[src/rtl/enet_gmii_rx_frame.sv]
// enet_gmii_rx_frame
// GMII receive framer. It strips the preamble and SFD, checks the CRC-32 and the frame length,
// and emits frame bytes with the 4 FCS bytes removed. A 5-byte delay line holds back the
// trailing FCS, so the last emitted byte is known to be the last payload byte when dv drops.
// There is no backpressure: the consumer must accept every beat.
module enet_gmii_rx_frame #(
  parameter int MIN_PREAMBLE = 1,
  parameter int MIN_FRAME    = 64,
  parameter int MAX_FRAME    = 1518
) (
  input  logic        clk,
  input  logic        rst_n,
  input  logic        gmii_rx_dv,
  input  logic        gmii_rx_er,
  input  logic [7:0]  gmii_rxd,
  output logic        m_valid,
  output logic [7:0]  m_data,
  output logic        m_sop,
  output logic        m_eop,
  output logic [3:0]  m_err,
  output logic [15:0] m_len,
  output logic        stat_good,
  output logic        stat_drop
);

  localparam logic [2:0]  MIN_PRE_L   = 3'(MIN_PREAMBLE);
  localparam logic [15:0] MIN_FRM_L   = 16'(MIN_FRAME);
  localparam logic [15:0] MAX_FRM_L   = 16'(MAX_FRAME);
  localparam logic [31:0] CRC_INIT    = 32'hFFFF_FFFF;
  localparam logic [31:0] CRC_POLY    = 32'hEDB8_8320;
  // Register value left behind after running the CRC over a frame that includes a correct FCS
  localparam logic [31:0] CRC_RESIDUE = 32'hDEBB_20E3;
  localparam logic [7:0]  PRE_BYTE    = 8'h55;
  localparam logic [7:0]  SFD_BYTE    = 8'hD5;

  typedef enum logic [1:0] {
    S_IDLE,
    S_PRE,
    S_DATA,
    S_DROP
  } state_t;

  state_t          r_state;
  state_t          w_state_next;
  logic [2:0]      r_pcnt;
  logic [2:0]      w_pcnt_next;
  logic [15:0]     r_bcnt;
  logic [15:0]     w_bcnt_next;
  logic [31:0]     r_crc;
  logic [31:0]     w_crc_next;
  logic            r_er_flag;
  logic            w_er_flag_next;
  // Delay line: index 0 is the newest byte, index 4 the oldest
  logic [4:0][7:0] r_sr;
  logic [4:0][7:0] w_sr_next;

  logic            w_frame_start;
  logic            w_sr_full;
  logic            w_first_beat;
  logic [3:0]      w_end_flags;

  logic            w_valid_next;
  logic [7:0]      w_data_next;
  logic            w_sop_next;
  logic            w_eop_next;
  logic [3:0]      w_err_next;
  logic [15:0]     w_len_next;
  logic            w_good_next;
  logic            w_drop_next;

  // Reflected CRC-32 update, one byte, LSB first
  function automatic logic [31:0] crc32_byte(input logic [31:0] crc_in, input logic [7:0] data);
    logic [31:0] c;
    c = crc_in;
    for (int i = 0; i < 8; i++) begin
      if (c[0] ^ data[i]) begin
        c = (c >> 1) ^ CRC_POLY;
      end else begin
        c = c >> 1;
      end
    end
    return c;
  endfunction

  // The delay line is full once five frame bytes have been received
  assign w_sr_full    = (r_bcnt >= 16'd5);
  // bcnt only passes through 5 once per frame, so this marks the frame's first beat
  assign w_first_beat = (r_bcnt == 16'd5);
  // Status flags at frame end: {rx_er_seen, crc_bad, runt, oversize}
  assign w_end_flags  = {r_er_flag,
                         (r_crc != CRC_RESIDUE),
                         (r_bcnt < MIN_FRM_L),
                         (r_bcnt > MAX_FRM_L)};

  // Next-state, datapath and output-beat decode
  always_comb begin
    w_state_next   = r_state;
    w_pcnt_next    = r_pcnt;
    w_bcnt_next    = r_bcnt;
    w_crc_next     = r_crc;
    w_er_flag_next = r_er_flag;
    w_sr_next      = r_sr;
    w_frame_start  = 1'b0;
    w_valid_next   = 1'b0;
    w_data_next    = 8'h00;
    w_sop_next     = 1'b0;
    w_eop_next     = 1'b0;
    w_err_next     = 4'h0;
    w_len_next     = 16'h0000;
    w_good_next    = 1'b0;
    w_drop_next    = 1'b0;

    case (r_state)
      S_IDLE: begin
        // rx_er without dv is a carrier event, not part of a frame: ignored here
        if (gmii_rx_dv) begin
          if (gmii_rxd == PRE_BYTE) begin
            w_state_next = S_PRE;
            w_pcnt_next  = 3'd1;
          end else if ((gmii_rxd == SFD_BYTE) && (MIN_PRE_L == 3'd0)) begin
            w_state_next  = S_DATA;
            w_frame_start = 1'b1;
          end else begin
            w_state_next = S_DROP;
          end
        end
      end

      S_PRE: begin
        if (!gmii_rx_dv) begin
          w_state_next = S_IDLE;
        end else if (gmii_rxd == PRE_BYTE) begin
          w_pcnt_next = (r_pcnt == 3'd7) ? r_pcnt : (r_pcnt + 3'd1);
        end else if ((gmii_rxd == SFD_BYTE) && (r_pcnt >= MIN_PRE_L)) begin
          w_state_next  = S_DATA;
          w_frame_start = 1'b1;
        end else begin
          // Short preamble before SFD, or a corrupt preamble byte
          w_state_next = S_DROP;
          w_drop_next  = 1'b1;
        end
      end

      S_DATA: begin
        if (gmii_rx_dv) begin
          w_sr_next      = {r_sr[3:0], gmii_rxd};
          w_crc_next     = crc32_byte(r_crc, gmii_rxd);
          w_bcnt_next    = (r_bcnt == 16'hFFFF) ? r_bcnt : (r_bcnt + 16'd1);
          w_er_flag_next = r_er_flag | gmii_rx_er;
          if (w_sr_full) begin
            w_valid_next = 1'b1;
            w_data_next  = r_sr[4];
            w_sop_next   = w_first_beat;
          end
        end else begin
          w_state_next = S_IDLE;
          if (w_sr_full) begin
            // The four newest bytes are the FCS; the oldest is the last payload byte
            w_valid_next = 1'b1;
            w_data_next  = r_sr[4];
            w_sop_next   = w_first_beat;
            w_eop_next   = 1'b1;
            w_len_next   = r_bcnt - 16'd4;
            w_err_next   = w_end_flags;
            w_good_next  = (w_end_flags == 4'h0);
          end else begin
            // Too short to hold an FCS: nothing was emitted, so count it as dropped
            w_drop_next = 1'b1;
          end
        end
      end

      S_DROP: begin
        if (!gmii_rx_dv) begin
          w_state_next = S_IDLE;
        end
      end

      default: begin
        w_state_next = S_IDLE;
      end
    endcase

    // Every entry into DATA starts a fresh frame context
    if (w_frame_start) begin
      w_crc_next     = CRC_INIT;
      w_bcnt_next    = 16'h0000;
      w_sr_next      = '0;
      w_er_flag_next = 1'b0;
    end
  end

  // FSM state register
  always_ff @(posedge clk or negedge rst_n) begin
    if (!rst_n) begin
      r_state <= S_IDLE;
    end else begin
      r_state <= w_state_next;
    end
  end

  // Preamble counter, byte counter, CRC, error flag and delay line
  always_ff @(posedge clk or negedge rst_n) begin
    if (!rst_n) begin
      r_pcnt    <= 3'd0;
      r_bcnt    <= 16'h0000;
      r_crc     <= CRC_INIT;
      r_er_flag <= 1'b0;
      r_sr      <= '0;
    end else begin
      r_pcnt    <= w_pcnt_next;
      r_bcnt    <= w_bcnt_next;
      r_crc     <= w_crc_next;
      r_er_flag <= w_er_flag_next;
      r_sr      <= w_sr_next;
    end
  end

  // Registered output beat and status pulses; all fields return to zero between beats
  always_ff @(posedge clk or negedge rst_n) begin
    if (!rst_n) begin
      m_valid   <= 1'b0;
      m_data    <= 8'h00;
      m_sop     <= 1'b0;
      m_eop     <= 1'b0;
      m_err     <= 4'h0;
      m_len     <= 16'h0000;
      stat_good <= 1'b0;
      stat_drop <= 1'b0;
    end else begin
      m_valid   <= w_valid_next;
      m_data    <= w_data_next;
      m_sop     <= w_sop_next;
      m_eop     <= w_eop_next;
      m_err     <= w_err_next;
      m_len     <= w_len_next;
      stat_good <= w_good_next;
      stat_drop <= w_drop_next;
    end
  end

endmodule
[config.mk]
export PLATFORM = sky130hd
export DESIGN_NAME = enet_gmii_rx_frame
export DESIGN_NICKNAME = d
export VERILOG_FILES = /design/src/rtl/enet_gmii_rx_frame.sv
export SDC_FILE = /design/constraint.sdc
export NUM_CORES = 1
export LEC_CHECK = 0
export CAP_MARGIN = 15
export CORE_ASPECT_RATIO = 0.5
export CORE_MARGIN = 2
export CORE_UTILIZATION = 36
export DETAILED_ROUTE_END_ITERATION = 16
export RECOVER_POWER = 25
export REMOVE_ABC_BUFFERS = 1
export SYNTH_ARGS = -nofsm -noshare
export SYNTH_HDL_FRONTEND = slang
export SYNTH_SLANG_ARGS = --single-unit
[constraint.sdc]
create_clock -name clk -period 4.1 [get_ports clk]
set_input_delay 0.615 -clock clk [delete_from_list [all_inputs] [get_ports clk]]
set_output_delay 0.615 -clock clk [all_outputs]
set_load 0.01 [all_outputs]
==> results of run 1 <==
==> path summary, 6_finish.rpt <==
check	startpoint	endpoint
max	rst_n	r_sr[30]$_DFFE_PN0P_
min	r_sr[33]$_DFFE_PN0P_	m_data[1]$_DFF_PN0_
max reg2reg	r_state[0]$_DFFE_PN0P_	r_bcnt[9]$_DFFE_PN0P_
min reg2reg	r_sr[33]$_DFFE_PN0P_	m_data[1]$_DFF_PN0_
max in group clk	gmii_rxd[0]	r_crc[2]$_DFFE_PN1P_
min in group asynchronous	rst_n	r_sr[1]$_DFFE_PN0P_
==> layer usage <==
layer | wire length [um] | part of all wire (%) | track usage, %
met1 | 7140 | 48 | 22.3
met2 | 7010 | 47 | 25.7
met3 | 721 | 4.8 | 4.25
met4 | 150 | 1.0 | 4.40
met5 | 0 | 0 | 0
==> synthesized netlist by cell type (6+ instances only) <==
cell type   n
o31ai_1     6
o22a_1      6
o21ai_0    14
xnor3_1    16
or3_1       7
nor2_1     29
dfstp_2    32
o21ai_1    29
nand4_1    46
xor2_1     15
a21oi_1    18
a2bb2oi_1  22
ha_1       13
a31oi_1     6
buf_2      10
nand2_1    20
xnor2_1    26
inv_1      49
clkbuf_1   32
and2_1     13
dfrtp_1    95
nand3_1     8
nor3_1      6
xnor2_2     9
or4_1      11
==> cells by family after synthesis <==
logic type      synth area share, %
buf+inv                        5.42
xor+xnor                       15.4
mux                            1.09
flops                          47.7
fa+ha+maj                      2.41
simple gates                   15.0
compound gates                 13.0
==> state kept, by name (all words and copies together) (netlist names), 2 cells and up <==
| register | count |
|---|---|
| r_pcnt | 3 |
| m_data | 8 |
| m_len | 16 |
| r_sr | 40 |
| r_crc | 32 |
| r_bcnt | 16 |
| r_state | 2 |
| m_err | 4 |
==> area by class of cell <==
class	instances	share of cell area (%)
multi-input combinational	395	39.8
tap	240	3.78
sequential	127	40.5
clock inverter	14	1.67
inverter	50	2.36
timing repair buffer	52	6.32
clock buffer	18	5.53
==> power groups by stage <==
stage / logic [mW] / registers [mW] / clock network (mW)
global placement: 2.83 / 2.15 / 0
CTS: 2.87 / 2.15 / 1.49
finish: 2.85 / 2.15 / 1.46
global route: 3.12 / 2.21 / 1.56
floorplan: 2.30 / 2.08 / 0
detailed placement: 2.86 / 2.16 / 0
==> metrics.md, run 1 <==
| Metric | Value |
|---|---|
| Tcrit/Tclk final | `69.8%` |
| Fillers | `roughly 1,700` |
| Total GRT Usage | `about 16%` |
| CP Data Required Time | `3.96 ns` |
| Final instance area | `7940 um^2` |
| Number of port buffers | `44` |
| Vias | `4,769` |
| Non-filler instance count after layout | `around 900` |
| Later-pin clock latency in the skew report | `between 0.4 and 0.5 ns` |
| Antenna Cells | `0` |
| Clock sink count | `around 130` |
| Ys flop type | `dfrtp_1` |
| Slew Viols, Final | `between 50 and 60` |
| Area occupied by multi-input gates | `~3200 um^2` |
| Place WS | `between 0.9 and 1 ns` |
| TritonRoute pass-1 iters | `4` |
| Dpl cell area | `roughly 7400 um^2` |
| Setup Buffers After CTS | `0` |
| Switching power | `2.22 mW` |
| Iteration-0 DRC Markers | `334` |
| Post-Synthesis Cells | `a little over 600` |
| GPL Wtd Cong | `~0.78` |
| Comb pwr share | `~44%` |
| Switching Share | `approximately 34%` |
| Setup ws final | `1.24 ns` |
| Clk root buf | `clkbuf_16` |
| Number of enable flip-flop cells after synthesis | `0` |
| Antenna viol nets, final | `0` |
| CTS max path bufs | `2` |
| WP depth | `1` |
| Drt drc | `0` |
| Max stage delay on crit path | `2.06 ns` |
| Io pins | `45` |
| Final Skew | `approximately 0.011 ns` |
| Fin crit period | `between 2 and 3 ns` |
| Die Ht | `a little over 100 um` |
| Htree depth | `4` |
| Total Nets Final | `about 670` |
| Worst-path cell chain | `clkbuf_1` |
| Synth Area per Inst | `roughly 11 um^2` |
| Worst R2R Setup Slack | `1.58 ns` |
| Pwr per Cell Area | `just over 800 nW/um^2` |
| Worst hold stages | `1` |
| Synth Cell Area | `6740 um^2` |
| Vias per inst | `about 5.3` |
| WHS | `around 0.48 ns` |
| Crit start category | `primary input` |
| Initial Util | `roughly 37%` |
| Clock group share of total power | `between 20 and 25%` |
| Yosys reg bits | `~130` |
| CP Data Arrival Time | `approximately 2.7 ns` |
| Setup violators final | `0` |
| Largest net degree at the start of global routing | `75` |
| Placed cells | `864` |
| Core Util, Final | `a little over two fifths` |
| Final Hold Fails | `0` |
| Seq pwr share | `~33%` |
| Width of the chip | `around 200 um` |
| Yosys Warn Count | `0` |
| Hold buffer count at cts | `0` |
| HP Class | `reg2reg` |
| Max VDD drop | `368 uV` |
| Sequential Area | `3220 um^2` |
| DP Wirelength | `a little under 10,000 um` |
| Setup_tns | `0 ns` |
| CTS tree | `yes` |
| Initial antenna violation count | `0` |
| Status | `complete, but fails checks` |
| Rows | `35` |
| DR WL/cell | `~17 um` |
| Ys async rst share | `100%` |
| Slew Limit Headroom | `-98.7%` |
| Worst-path fanout max | `54` |
| Bufs and invs on worst path | `1` |
| Kind of critical path | `in2async` |
| Top cell type by total area after synthesis | `dfrtp_1` |
| Internal power | `4.24 mW` |
| Grt ovf | `0` |
| Total CTS buffers | `17` |
| RSZ-0062 raised after global routing | `no` |
| Max-cap violation count | `1` |
| Count of unique library cells instantiated by Yosys | `69` |
| Worst-path clk slew | `0.06 ns` |
| Sequential cell area fraction in the yosys report | `47.7%` |
| Syn-to-layout area delta | `17.8%` |
| Worst path slowest cell | `clkbuf_1` |
| CP top delay family | `buffers and inverters` |
| Die area | `19,900 um^2` |
| Routed WL | `between 15,000 and 20,000 um` |
| Post-CTS sizing | `0` |
| Core Footprint | `~18,000 um^2` |
| Layout cells sized above 1 | `between 10 and 15%` |
| Area share of the largest cell type after synthesis | `between 30% and 40%` |
| CP Capture Type | `async pin` |
| Failing checks | `max-capacitance violations, max-slew violations` |
| P_leak | `3.39 nW` |
| Commonest cells after routing, fill and taps aside | `dfrtp_1, inv_1, nand4_1, clkdlybuf4s50_1, dfstp_2` |
| Achievable frequency | `0.349 GHz` |
| Slew @ Worst Pin | `between 2 and 3 ns` |
| Commonest non-fill, non-tap cell in the layout | `dfrtp_1` |
| First-pass GRT wire length | `between 20,000 and 30,000 um` |
| Synth top area cells | `dfrtp_1, dfstp_2, xnor3_1, nand4_1, xnor2_1` |
| Number of global-route vias before repair | `~4,700` |
| Overall power | `between 6 and 7 mW` |
| R2R cell count | `6` |
No activity file was read; power rests on OpenSTA's default activity.
==> run 2: changes to the inputs <==
==> constraint.sdc (replaced) <==
create_clock -name clk -period 2.68 [get_ports clk]
set_input_delay 0.402 -clock clk [delete_from_list [all_inputs] [get_ports clk]]
set_output_delay 0.402 -clock clk [all_outputs]
set_load 0.01 [all_outputs]
==> metrics.md, run 2 (synthesis gave the netlist of run 1 again) <==
| Metric | Value |
|---|---|
| Setup_tns | `0 ns (unchanged)` |
| Total GRT Usage | `16.5% (was 16.3%)` |
| Commonest non-fill, non-tap cell in the layout | `dfrtp_1 (unchanged)` |
| Pwr per Cell Area | `1240 nW/um^2 (was 813 nW/um^2)` |
| Fin crit period | `2.31 ns` |
| Worst-path fanout max | `12 (was 54)` |
| Width of the chip | `198 um (unchanged)` |
| Routed WL | `15,100 um (was 15,000 um)` |
| Number of global-route vias before repair | `4,775 (was 4,724)` |
| Total CTS buffers | `17 (unchanged)` |
| Clock sink count | `127 (unchanged)` |
| R2R cell count | `7 (was 6)` |
| Clk root buf | `clkbuf_16 (unchanged)` |
| Worst-path clk slew | `0.06 ns (about the same)` |
| Iteration-0 DRC Markers | `417 (was 334)` |
| CP Data Arrival Time | `2.60 ns (was 2.72 ns)` |
| Leading registers by flop count | `r_sr (40), r_crc (32) (unchanged)` |
| Htree depth | `4 (unchanged)` |
| RSZ-0062 raised after global routing | `no (unchanged)` |
| Vias per inst | `5.23 (was 5.32)` |
| Kind of critical path | `reg2reg (was in2async)` |
| Antenna viol nets, final | `0 (unchanged)` |
| Layout cells sized above 1 | `18.2% (was 14.9%)` |
| Die area | `19,900 um^2 (unchanged)` |
| Number of port buffers | `44 (unchanged)` |
| Tcrit/Tclk final | `approximately 86%` |
| Max FFs per register | `40 (unchanged)` |
| Initial antenna violation count | `0 (unchanged)` |
| DP Wirelength | `10,400 um (was 9750 um)` |
| Achievable frequency | `between 0.4 and 0.5 GHz` |
| WHS | `0.358 ns (was 0.478 ns)` |
| Io pins | `45 (unchanged)` |
| Failing checks | `max-capacitance violations, max-slew violations (unchanged)` |
| Final Skew | `0.0115 ns (was 0.0110 ns)` |
| Drt drc | `0 (unchanged)` |
| Slew @ Worst Pin | `1.54 ns (was 2.98 ns)` |
| Slew Viols, Final | `27 (was 54)` |
| Total Nets Final | `697 (was 668)` |
| HP Class | `in2reg (was reg2reg)` |
| Slew Limit Headroom | `-2.59% (was -98.7%)` |
| First-pass GRT wire length | `25,300 um (was 25,200 um)` |
| Rows | `35 (unchanged)` |
| Die Ht | `101 um (unchanged)` |
| Commonest cells after routing, fill and taps aside | `dfrtp_1, inv_1, nand4_1, clkdlybuf4s50_1, buf_4 (was dfrtp_1, inv_1, nand4_1, clkdlybuf4s50_1, dfstp_2)` |
| Vias | `4,834 (was 4,769)` |
| Status | `complete, but fails checks (unchanged)` |
| P_leak | `3.54 nW (was 3.39 nW)` |
| Initial Util | `36.7% (unchanged)` |
| Worst hold stages | `3 (was 1)` |
| Max-cap violation count | `1 (unchanged)` |
| Later-pin clock latency in the skew report | `0.42 ns (was 0.41 ns)` |
| DR WL/cell | `16.4 um (was 16.8 um)` |
| Grt ovf | `0 (unchanged)` |
| CTS max path bufs | `2 (unchanged)` |
| CTS tree | `yes (unchanged)` |
| CP Capture Type | `register (was async pin)` |
| TritonRoute pass-1 iters | `4 (unchanged)` |
| Worst R2R Setup Slack | `0.37 ns (was 1.58 ns)` |
| CP Data Required Time | `2.97 ns (was 3.96 ns)` |
| Max VDD drop | `524 uV (was 368 uV)` |
| Most flop-heavy register | `r_sr (unchanged)` |
| GPL Wtd Cong | `0.829 (was 0.783)` |
| Antenna Cells | `0 (unchanged)` |
| Core Footprint | `18,400 um^2 (unchanged)` |
| Setup violators final | `0 (unchanged)` |
| Overall power | `10.1 mW (was 6.46 mW)` |
| Syn-to-layout area delta | `20.8% (was 17.8%)` |
| Final Hold Fails | `0 (unchanged)` |
| Largest net degree at the start of global routing | `61 (was 75)` |
| Crit start category | `register (was primary input)` |
| Setup Buffers After CTS | `0 (unchanged)` |
==> run 2: power by group <==
group / leakage (nW) / internal (mW) / switching, mW
Clock: 0.275 / 1.29 / 0.918
Sequential: 1.57 / 2.75 / 0.522
Combinational: 1.69 / 2.58 / 2.01
==> run 2: cell type report <==
cell class              instances  area, um^2
well taps                     240         300
inverters                      50         188
clock buffers                  18         429
repair buffers                 81         717
clock inverters                14         131
multi-input cells             395        3160
fillers                      1697       10200
flip-flops and latches        127        3220
==> run 2: path summary, 6_finish.rpt <==
check                                           start                    end
worst max register to register  r_bcnt[1]$_DFFE_PN0P_    m_len[10]$_DFF_PN0_
worst min register to register   r_sr[39]$_DFFE_PN0P_    m_data[7]$_DFF_PN0_
worst max-delay path            r_bcnt[1]$_DFFE_PN0P_    m_len[10]$_DFF_PN0_
worst min-delay path                       gmii_rx_dv  r_crc[31]$_DFFE_PN1P_
max in group asynchronous                       rst_n   r_crc[5]$_DFFE_PN1P_
min in group asynchronous                       rst_n   r_sr[11]$_DFFE_PN0P_
==> run 2: critical path, stage by stage (launching register included) <==
cell and delay [ns]:
dfrtp_1 0.41, inv_1 0.11, ha_1 0.20, nand2b_1 0.15, a2111oi_2 0.54, a21bo_1 0.45, buf_4 0.26, a21oi_1 0.06
==> run 2: metal layers <==
layer	track usage [%]	share of wire [%]
met5	0	0
met4	5.84	1.2
met3	3.45	3.9
met2	25.8	46
met1	22.9	49
==> run 2: repair_timing <==
action | 4_1_cts | 5_1_grt
hold endpoints to repair | 15 | 0
endpoints found under the setup margin | 0 | 0
hold buffers | 1 | 0
resized for setup | 0 | 0
==> run 2: metrics by stage <==
stage / cells / utilization, % / area, um^2 / setup WS, ns
after floorplan: 572 / - / 6570 / -0.837
after global placement: 892 / 41.2 / 7580 / 0.246
after detailed placement: 892 / 41.2 / 7580 / 0.181
after CTS: 925 / 44.3 / 8150 / 0.320
after global routing: 925 / 44.3 / 8150 / 0.142
final: 925 / 44.3 / 8150 / 0.370
